<file path="config.mk">
export PLATFORM = sky130hd
export DESIGN_NAME = secuenciador_rtc
export DESIGN_NICKNAME = d
export VERILOG_FILES = /design/src/rtl/secuenciador_rtc.sv
export SDC_FILE = /design/constraint.sdc
export NUM_CORES = 1
export LEC_CHECK = 0
export ABC_AREA = 1
export CORE_MARGIN = 4
export CORE_UTILIZATION = 61
export DETAILED_ROUTE_END_ITERATION = 10
export MAX_ROUTING_LAYER = met4
export PLACE_DENSITY_LB_ADDON = 0.25
export SETUP_SLACK_MARGIN = 0.5
export SYNTH_ARGS = -nofsm -noshare
export SYNTH_HDL_FRONTEND = slang
export SYNTH_SLANG_ARGS = --single-unit
</file>
<file path="constraint.sdc">
create_clock -name clk -period 2.5 [get_ports clk]
set_clock_uncertainty 0.1 [all_clocks]
set_input_delay 0.5 -clock clk [delete_from_list [all_inputs] [get_ports clk]]
set_output_delay 0.5 -clock clk [all_outputs]
set_load 0.05 [all_outputs]
</file>
<file path="src/rtl/secuenciador_rtc.sv">
// secuenciador_rtc: sequences RTC bus transactions through an external bus engine.
// One init write, continuous burst reads of N_REG time registers, N_ESC timer
// writes on request and IRQ clear with an irq_en hold window. Requests are
// latched sticky and serviced at read boundaries; a watchdog bounds each wait.
//
// Ports:
//   clk, rst        clock, asynchronous active-high reset
//   modifica_timer  timer-update request (pulse or level)
//   quita_irq       IRQ-clear request (pulse or level)
//   bus_listo       bus engine done, 1-cycle pulse
//   bus_inicio      transaction start, 1-cycle pulse
//   bus_es_le       1 = write, 0 = read
//   bus_dir         transaction address
//   dato_sel        write-data bank index
//   lee_idx         index of the register just read
//   lee_valido      read-data strobe
//   barrido_listo   burst complete strobe
//   irq_en          IRQ acknowledge window
//   ocupado         high in every state but ARRANQUE
//   error_bus       sticky bus-timeout flag
module secuenciador_rtc #(
    parameter int unsigned      N_REG      = 9,
    parameter int unsigned      N_ESC      = 3,
    parameter int unsigned      W_DIR      = 8,
    parameter logic [W_DIR-1:0] DIR_LEC    = 8'h21,
    parameter logic [W_DIR-1:0] DIR_ESC    = 8'h41,
    parameter logic [W_DIR-1:0] DIR_CTRL   = 8'h02,
    parameter logic [W_DIR-1:0] DIR_IRQ    = 8'h00,
    parameter int unsigned      ESPERA_IRQ = 16,
    parameter int unsigned      T_MAX      = 255
) (
    input  logic             clk,
    input  logic             rst,
    input  logic             modifica_timer,
    input  logic             quita_irq,
    input  logic             bus_listo,
    output logic             bus_inicio,
    output logic             bus_es_le,
    output logic [W_DIR-1:0] bus_dir,
    output logic [3:0]       dato_sel,
    output logic [3:0]       lee_idx,
    output logic             lee_valido,
    output logic             barrido_listo,
    output logic             irq_en,
    output logic             ocupado,
    output logic             error_bus
);

    localparam int unsigned W_IDX = 4;
    localparam int unsigned W_CNT = 16;

    localparam logic [2:0] ST_ARRANQUE   = 3'd0;
    localparam logic [2:0] ST_INIT       = 3'd1;
    localparam logic [2:0] ST_LECTURA    = 3'd2;
    localparam logic [2:0] ST_ESCRITURA  = 3'd3;
    localparam logic [2:0] ST_LIMPIA     = 3'd4;
    localparam logic [2:0] ST_ESPERA_IRQ = 3'd5;

    localparam logic [W_IDX-1:0] IDX_ULT_LEC = W_IDX'(N_REG - 1);
    localparam logic [W_IDX-1:0] IDX_ULT_ESC = W_IDX'(N_ESC - 1);
    localparam logic [W_CNT-1:0] CNT_TMO     = W_CNT'(T_MAX - 1);
    localparam logic [W_CNT-1:0] CNT_IRQ     = W_CNT'(ESPERA_IRQ - 1);

    logic [2:0]       estado, estado_d;
    logic             esperando, esperando_d;
    logic [W_IDX-1:0] idx, idx_d;
    logic [W_CNT-1:0] cnt, cnt_d;
    logic             pend_irq, pend_irq_d;
    logic             pend_tmr, pend_tmr_d;

    logic             bus_inicio_d, bus_es_le_d;
    logic [W_DIR-1:0] bus_dir_d;
    logic [3:0]       dato_sel_d, lee_idx_d;
    logic             lee_valido_d, barrido_listo_d, irq_en_d, ocupado_d, error_bus_d;

    logic [W_DIR-1:0] tx_dir;
    logic             tx_es_le;
    logic [3:0]       tx_sel;

    // State register
    always_ff @(posedge clk or posedge rst) begin
        if (rst) begin
            estado <= ST_ARRANQUE;
        end else begin
            estado <= estado_d;
        end
    end

    // Transaction descriptor for the current state and index
    always_comb begin
        tx_dir   = DIR_CTRL;
        tx_es_le = 1'b1;
        tx_sel   = '0;
        case (estado)
            ST_LECTURA: begin
                tx_dir   = DIR_LEC + W_DIR'(idx);
                tx_es_le = 1'b0;
            end
            ST_ESCRITURA: begin
                tx_dir = DIR_ESC + W_DIR'(idx);
                tx_sel = idx;
            end
            ST_LIMPIA: begin
                tx_dir = DIR_IRQ;
                tx_sel = 4'(N_ESC);
            end
            default: ;
        endcase
    end

    // Next-state and next-output logic
    always_comb begin
        estado_d        = estado;
        esperando_d     = esperando;
        idx_d           = idx;
        cnt_d           = cnt;
        pend_irq_d      = pend_irq | quita_irq;
        pend_tmr_d      = pend_tmr | modifica_timer;
        bus_inicio_d    = 1'b0;
        bus_es_le_d     = bus_es_le;
        bus_dir_d       = bus_dir;
        dato_sel_d      = dato_sel;
        lee_idx_d       = lee_idx;
        lee_valido_d    = 1'b0;
        barrido_listo_d = 1'b0;
        irq_en_d        = irq_en;
        error_bus_d     = error_bus;

        case (estado)
            ST_ARRANQUE: begin
                estado_d    = ST_INIT;
                idx_d       = '0;
                esperando_d = 1'b0;
            end

            ST_INIT, ST_LECTURA, ST_ESCRITURA, ST_LIMPIA: begin
                if (!esperando) begin
                    // Launch: address/direction/data bank held until the next launch
                    bus_inicio_d = 1'b1;
                    bus_dir_d    = tx_dir;
                    bus_es_le_d  = tx_es_le;
                    dato_sel_d   = tx_sel;
                    esperando_d  = 1'b1;
                    cnt_d        = '0;
                end else if (bus_listo) begin
                    esperando_d = 1'b0;
                    case (estado)
                        ST_INIT: begin
                            estado_d = ST_LECTURA;
                            idx_d    = '0;
                        end
                        ST_LECTURA: begin
                            lee_valido_d    = 1'b1;
                            lee_idx_d       = idx;
                            barrido_listo_d = (idx == IDX_ULT_LEC);
                            idx_d = (idx == IDX_ULT_LEC) ? '0 : W_IDX'(idx + W_IDX'(1));
                            // Boundary arbitration: IRQ beats timer; burst restarts afterwards
                            if (pend_irq) begin
                                estado_d   = ST_LIMPIA;
                                pend_irq_d = 1'b0;
                            end else if (pend_tmr) begin
                                estado_d   = ST_ESCRITURA;
                                idx_d      = '0;
                                pend_tmr_d = 1'b0;
                            end
                        end
                        ST_ESCRITURA: begin
                            if (idx == IDX_ULT_ESC) begin
                                estado_d = ST_LECTURA;
                                idx_d    = '0;
                            end else begin
                                idx_d = W_IDX'(idx + W_IDX'(1));
                            end
                        end
                        default: begin
                            estado_d = ST_ESPERA_IRQ;
                            irq_en_d = 1'b1;
                            cnt_d    = '0;
                        end
                    endcase
                end else if (cnt == CNT_TMO) begin
                    // Watchdog: abandon the transaction and re-initialise the RTC
                    error_bus_d = 1'b1;
                    esperando_d = 1'b0;
                    estado_d    = ST_INIT;
                    idx_d       = '0;
                end else begin
                    cnt_d = W_CNT'(cnt + W_CNT'(1));
                end
            end

            ST_ESPERA_IRQ: begin
                if (cnt == CNT_IRQ) begin
                    irq_en_d = 1'b0;
                    estado_d = ST_LECTURA;
                    idx_d    = '0;
                end else begin
                    cnt_d = W_CNT'(cnt + W_CNT'(1));
                end
            end

            default: begin
                estado_d = ST_ARRANQUE;
            end
        endcase

        ocupado_d = (estado_d != ST_ARRANQUE);
    end

    // Datapath and registered outputs
    always_ff @(posedge clk or posedge rst) begin
        if (rst) begin
            esperando     <= 1'b0;
            idx           <= '0;
            cnt           <= '0;
            pend_irq      <= 1'b0;
            pend_tmr      <= 1'b0;
            bus_inicio    <= 1'b0;
            bus_es_le     <= 1'b0;
            bus_dir       <= '0;
            dato_sel      <= '0;
            lee_idx       <= '0;
            lee_valido    <= 1'b0;
            barrido_listo <= 1'b0;
            irq_en        <= 1'b0;
            ocupado       <= 1'b0;
            error_bus     <= 1'b0;
        end else begin
            esperando     <= esperando_d;
            idx           <= idx_d;
            cnt           <= cnt_d;
            pend_irq      <= pend_irq_d;
            pend_tmr      <= pend_tmr_d;
            bus_inicio    <= bus_inicio_d;
            bus_es_le     <= bus_es_le_d;
            bus_dir       <= bus_dir_d;
            dato_sel      <= dato_sel_d;
            lee_idx       <= lee_idx_d;
            lee_valido    <= lee_valido_d;
            barrido_listo <= barrido_listo_d;
            irq_en        <= irq_en_d;
            ocupado       <= ocupado_d;
            error_bus     <= error_bus_d;
        end
    end

endmodule

</file>
==> impl_results.md <==
* Reg2reg start: cnt[1]
* CTS Root Cell: clkbuf_8
* PwrDens at 915 nW/um^2
* Async SR Flop Fraction at 100%
* Vias in the first global route at 2639
* Max Cap Viol at 0
* Placed Area at 3140 sq um
* Top cells by area, synth: dfrtp_1 (42%), nand2_1 (19%), nor2_1 (5.3%)
* Clock buffer count from CTS at 5
* Top post-synthesis cells by count: nand2_1 (142), dfrtp_1 (48), nor2_1 (40)
* Synth Area per Inst at 7.12 sq um
* Setup Viol. Count Final at 0
* Fmax achieved at 521 MHz
* Post-Place Setup Slack at 272 ps
* Die area at 5790 sq um
* Hold Crit Class: reg2reg
* Post-Synthesis Cells at 397
* Vias at 2706
* Post-synthesis net count at 407
* Ys Warns at 0
* Status: complete, no violations
* Nets@finish at 438
* Routed Antenna Nets at 0
* DRC errors left at 0
* Crit Path Max Fanout at 8
* Final core area utilization at 74.2%
* Pwr Total at 3.00 mW
* RR Endpoint: idx[3]
* Worst setup margin at 582 ps
* Final period utilization at 76.7%
* Final Wtd Congestion at 0.929
* Mapped cell area at 2830 sq um
* Number of port buffers at 26
* Initial antenna violation count at 0
* H-Tree Depth at 2
* Setup TNS at 0 ps
* I/O pin cnt at 28
* Worst-path clk slew at 80 ps
* WP data required at 2580 ps
* Die X at 76.1 microns
* Hold slack at 368 ps
* P_leak at 1.66 nW
* Peak VDD IR at 0.000459 V
* Worst EP arrival at 2000 ps
* Count of final max-slew check failures at 0
* Drt first pass iters at 5
* Placed insts at 470
* Reg2reg setup slack at 580 ps
* Most common cell in the netlist: nand2_1
* Routed length per instance at 14.2 microns
* Antenna Cells at 0
* RSZ-0062 raised after global routing: true
* WS Path Type: reg2reg
* Worst skew pair latency at 300 ps
* Largest net degree at the start of global routing at 32
* Starting Density at 64.0%
* Tightest Pin Transition at 514 ps
* Dominant synthesized flop cell: dfrtp_1
* Hold path cells at 2
* CP startpoint kind: flop
* Detailed Route Iter0 Violations at 354
* Post-synth EDFFs at 0
* FF+latch count, synth at 48
* Worst r2r path cells at 10
* Crit end category: flop
* First-pass GRT wire length at 12000 microns
* Area grow syn2layout at 15.9%
* HPWL after DPL at 4860 microns
* Clk buf depth at 2
* Sink Count at 48
* Rel. slew slack at 65.9%
* Post-synth top area share at 42.5%
* Most area-hungry cell type in the Yosys netlist: dfrtp_1
* Hold_buf cts at 0
* Total gr overflow at 0
* Synth unique cells at 33
* Design Area, Final at 3280 sq um
* Post-synthesis sequential area ratio at 42.5%
* Final wirelength at 6850 microns
* # rows at 24
* Die Height at 76.1 microns
* Min Tclk post-route at 1920 ps
* Tot GR Track Use at 25.4%
* Worst hold endpoint: error_bus
* Fin cells at 481
* Core Area at 4410 sq um
* Vias/cell at 5.63
* Fillers at 373
* CTS tree: built
* Layout cells sized above 1 at 9.56%
* Final hold vios at 0
* HP Start: error_bus
[layer usage]
layer	wire, microns	vias up	GRT usage, %
li1	-	1319	-
met2	3360	131	42.2
met4	189	0	9.27
met3	547	28	4.02
met5	0	-	-
met1	2760	1228	31.3
[how the worst max path moves through the flow]
| stage | startpoint | to | slack (ps) | cells after the start |
|---|---|---|---|---|
| floorplan | rst | barrido_listo | 760 | 1 |
| global placement | bus_listo | cnt[4] | 330 | 12 |
| detailed placement | bus_listo | cnt[4] | 270 | 12 |
| CTS | cnt[1] | idx[3] | 550 | 10 |
| global route | cnt[0] | cnt[3] | 460 | 11 |
| finish | cnt[1] | idx[3] | 580 | 10 |
[power breakdown]
part           switching (mW)  internal, mW
clock                   0.256         0.297
sequential              0.142         0.903
combinational            1.03         0.374
total                    1.42          1.57
[registers in the layout (all words and copies together), names as in the netlist]
| register | count |
|---|---|
| barrido_listo | 1 |
| bus_dir | 7 |
| bus_es_le | 1 |
| bus_inicio | 1 |
| cnt | 16 |
| dato_sel | 4 |
| error_bus | 1 |
| esperando | 1 |
| estado | 3 |
| idx | 4 |
| irq_en | 1 |
| lee_idx | 4 |
| lee_valido | 1 |
| ocupado | 1 |
| pend_irq | 1 |
| pend_tmr | 1 |
[critical path, cell delays in order, from the launching register on]
cell	delay, ps
dfrtp_1	470
ha_4	200
nand3_2	150
nor2_2	170
nand2_1	60
nand2_1	120
inv_1	80
nor2_1	150
nand2_2	140
nand2_1	90
o21ai_1	70
[cell families after synthesis]
family	after synthesis	share of synthesized area, %
XOR/XNOR	7	2.17
AO/OA/AOI/OAI	46	8.54
AND/OR/NAND/NOR	233	35.9
other	1	0.133
adder cells (fa/ha/maj)	5	2.21
buffers and inverters	57	8.50
flip-flops	48	42.5
[final cells by class]
type                            instances  area (sq um)  share of cell area (%)
Sequential cell                        48          1200                    36.7
Multi-Input combinational cell        292          1410                    43.1
Clock buffer                            6          72.6                    2.22
Tap cell                               52          65.1                    1.99
Timing Repair Buffer                   35           313                    9.55
Clock inverter                          2          35.0                    1.07
Inverter                               46           175                    5.35
[cells in the final DEF, fill, tap and decap left out, types with 3 or more instances in the layout]
| cell | instances |
|---|---|
| xor2_1 | 7 |
| nand3_1 | 19 |
| o21ai_1 | 6 |
| dlygate4sd2_1 | 22 |
| clkbuf_8 | 5 |
| o21ai_0 | 27 |
| ha_1 | 4 |
| nor2_1 | 39 |
| inv_2 | 8 |
| buf_4 | 8 |
| nor2_4 | 3 |
| nor2_2 | 3 |
| nand2_1 | 140 |
| nand4_1 | 16 |
| inv_1 | 37 |
| a21oi_1 | 7 |
| dfrtp_1 | 47 |
| clkdlybuf4s50_1 | 4 |
| nand2_2 | 3 |
[what timing repair did]
action / CTS / global route
pin swaps: 1 / 1
resized for setup: 22 / 8
buffers inserted: 2 / 1
setup endpoints to repair: 37 / 27
(Power assumes the default switching activity.)
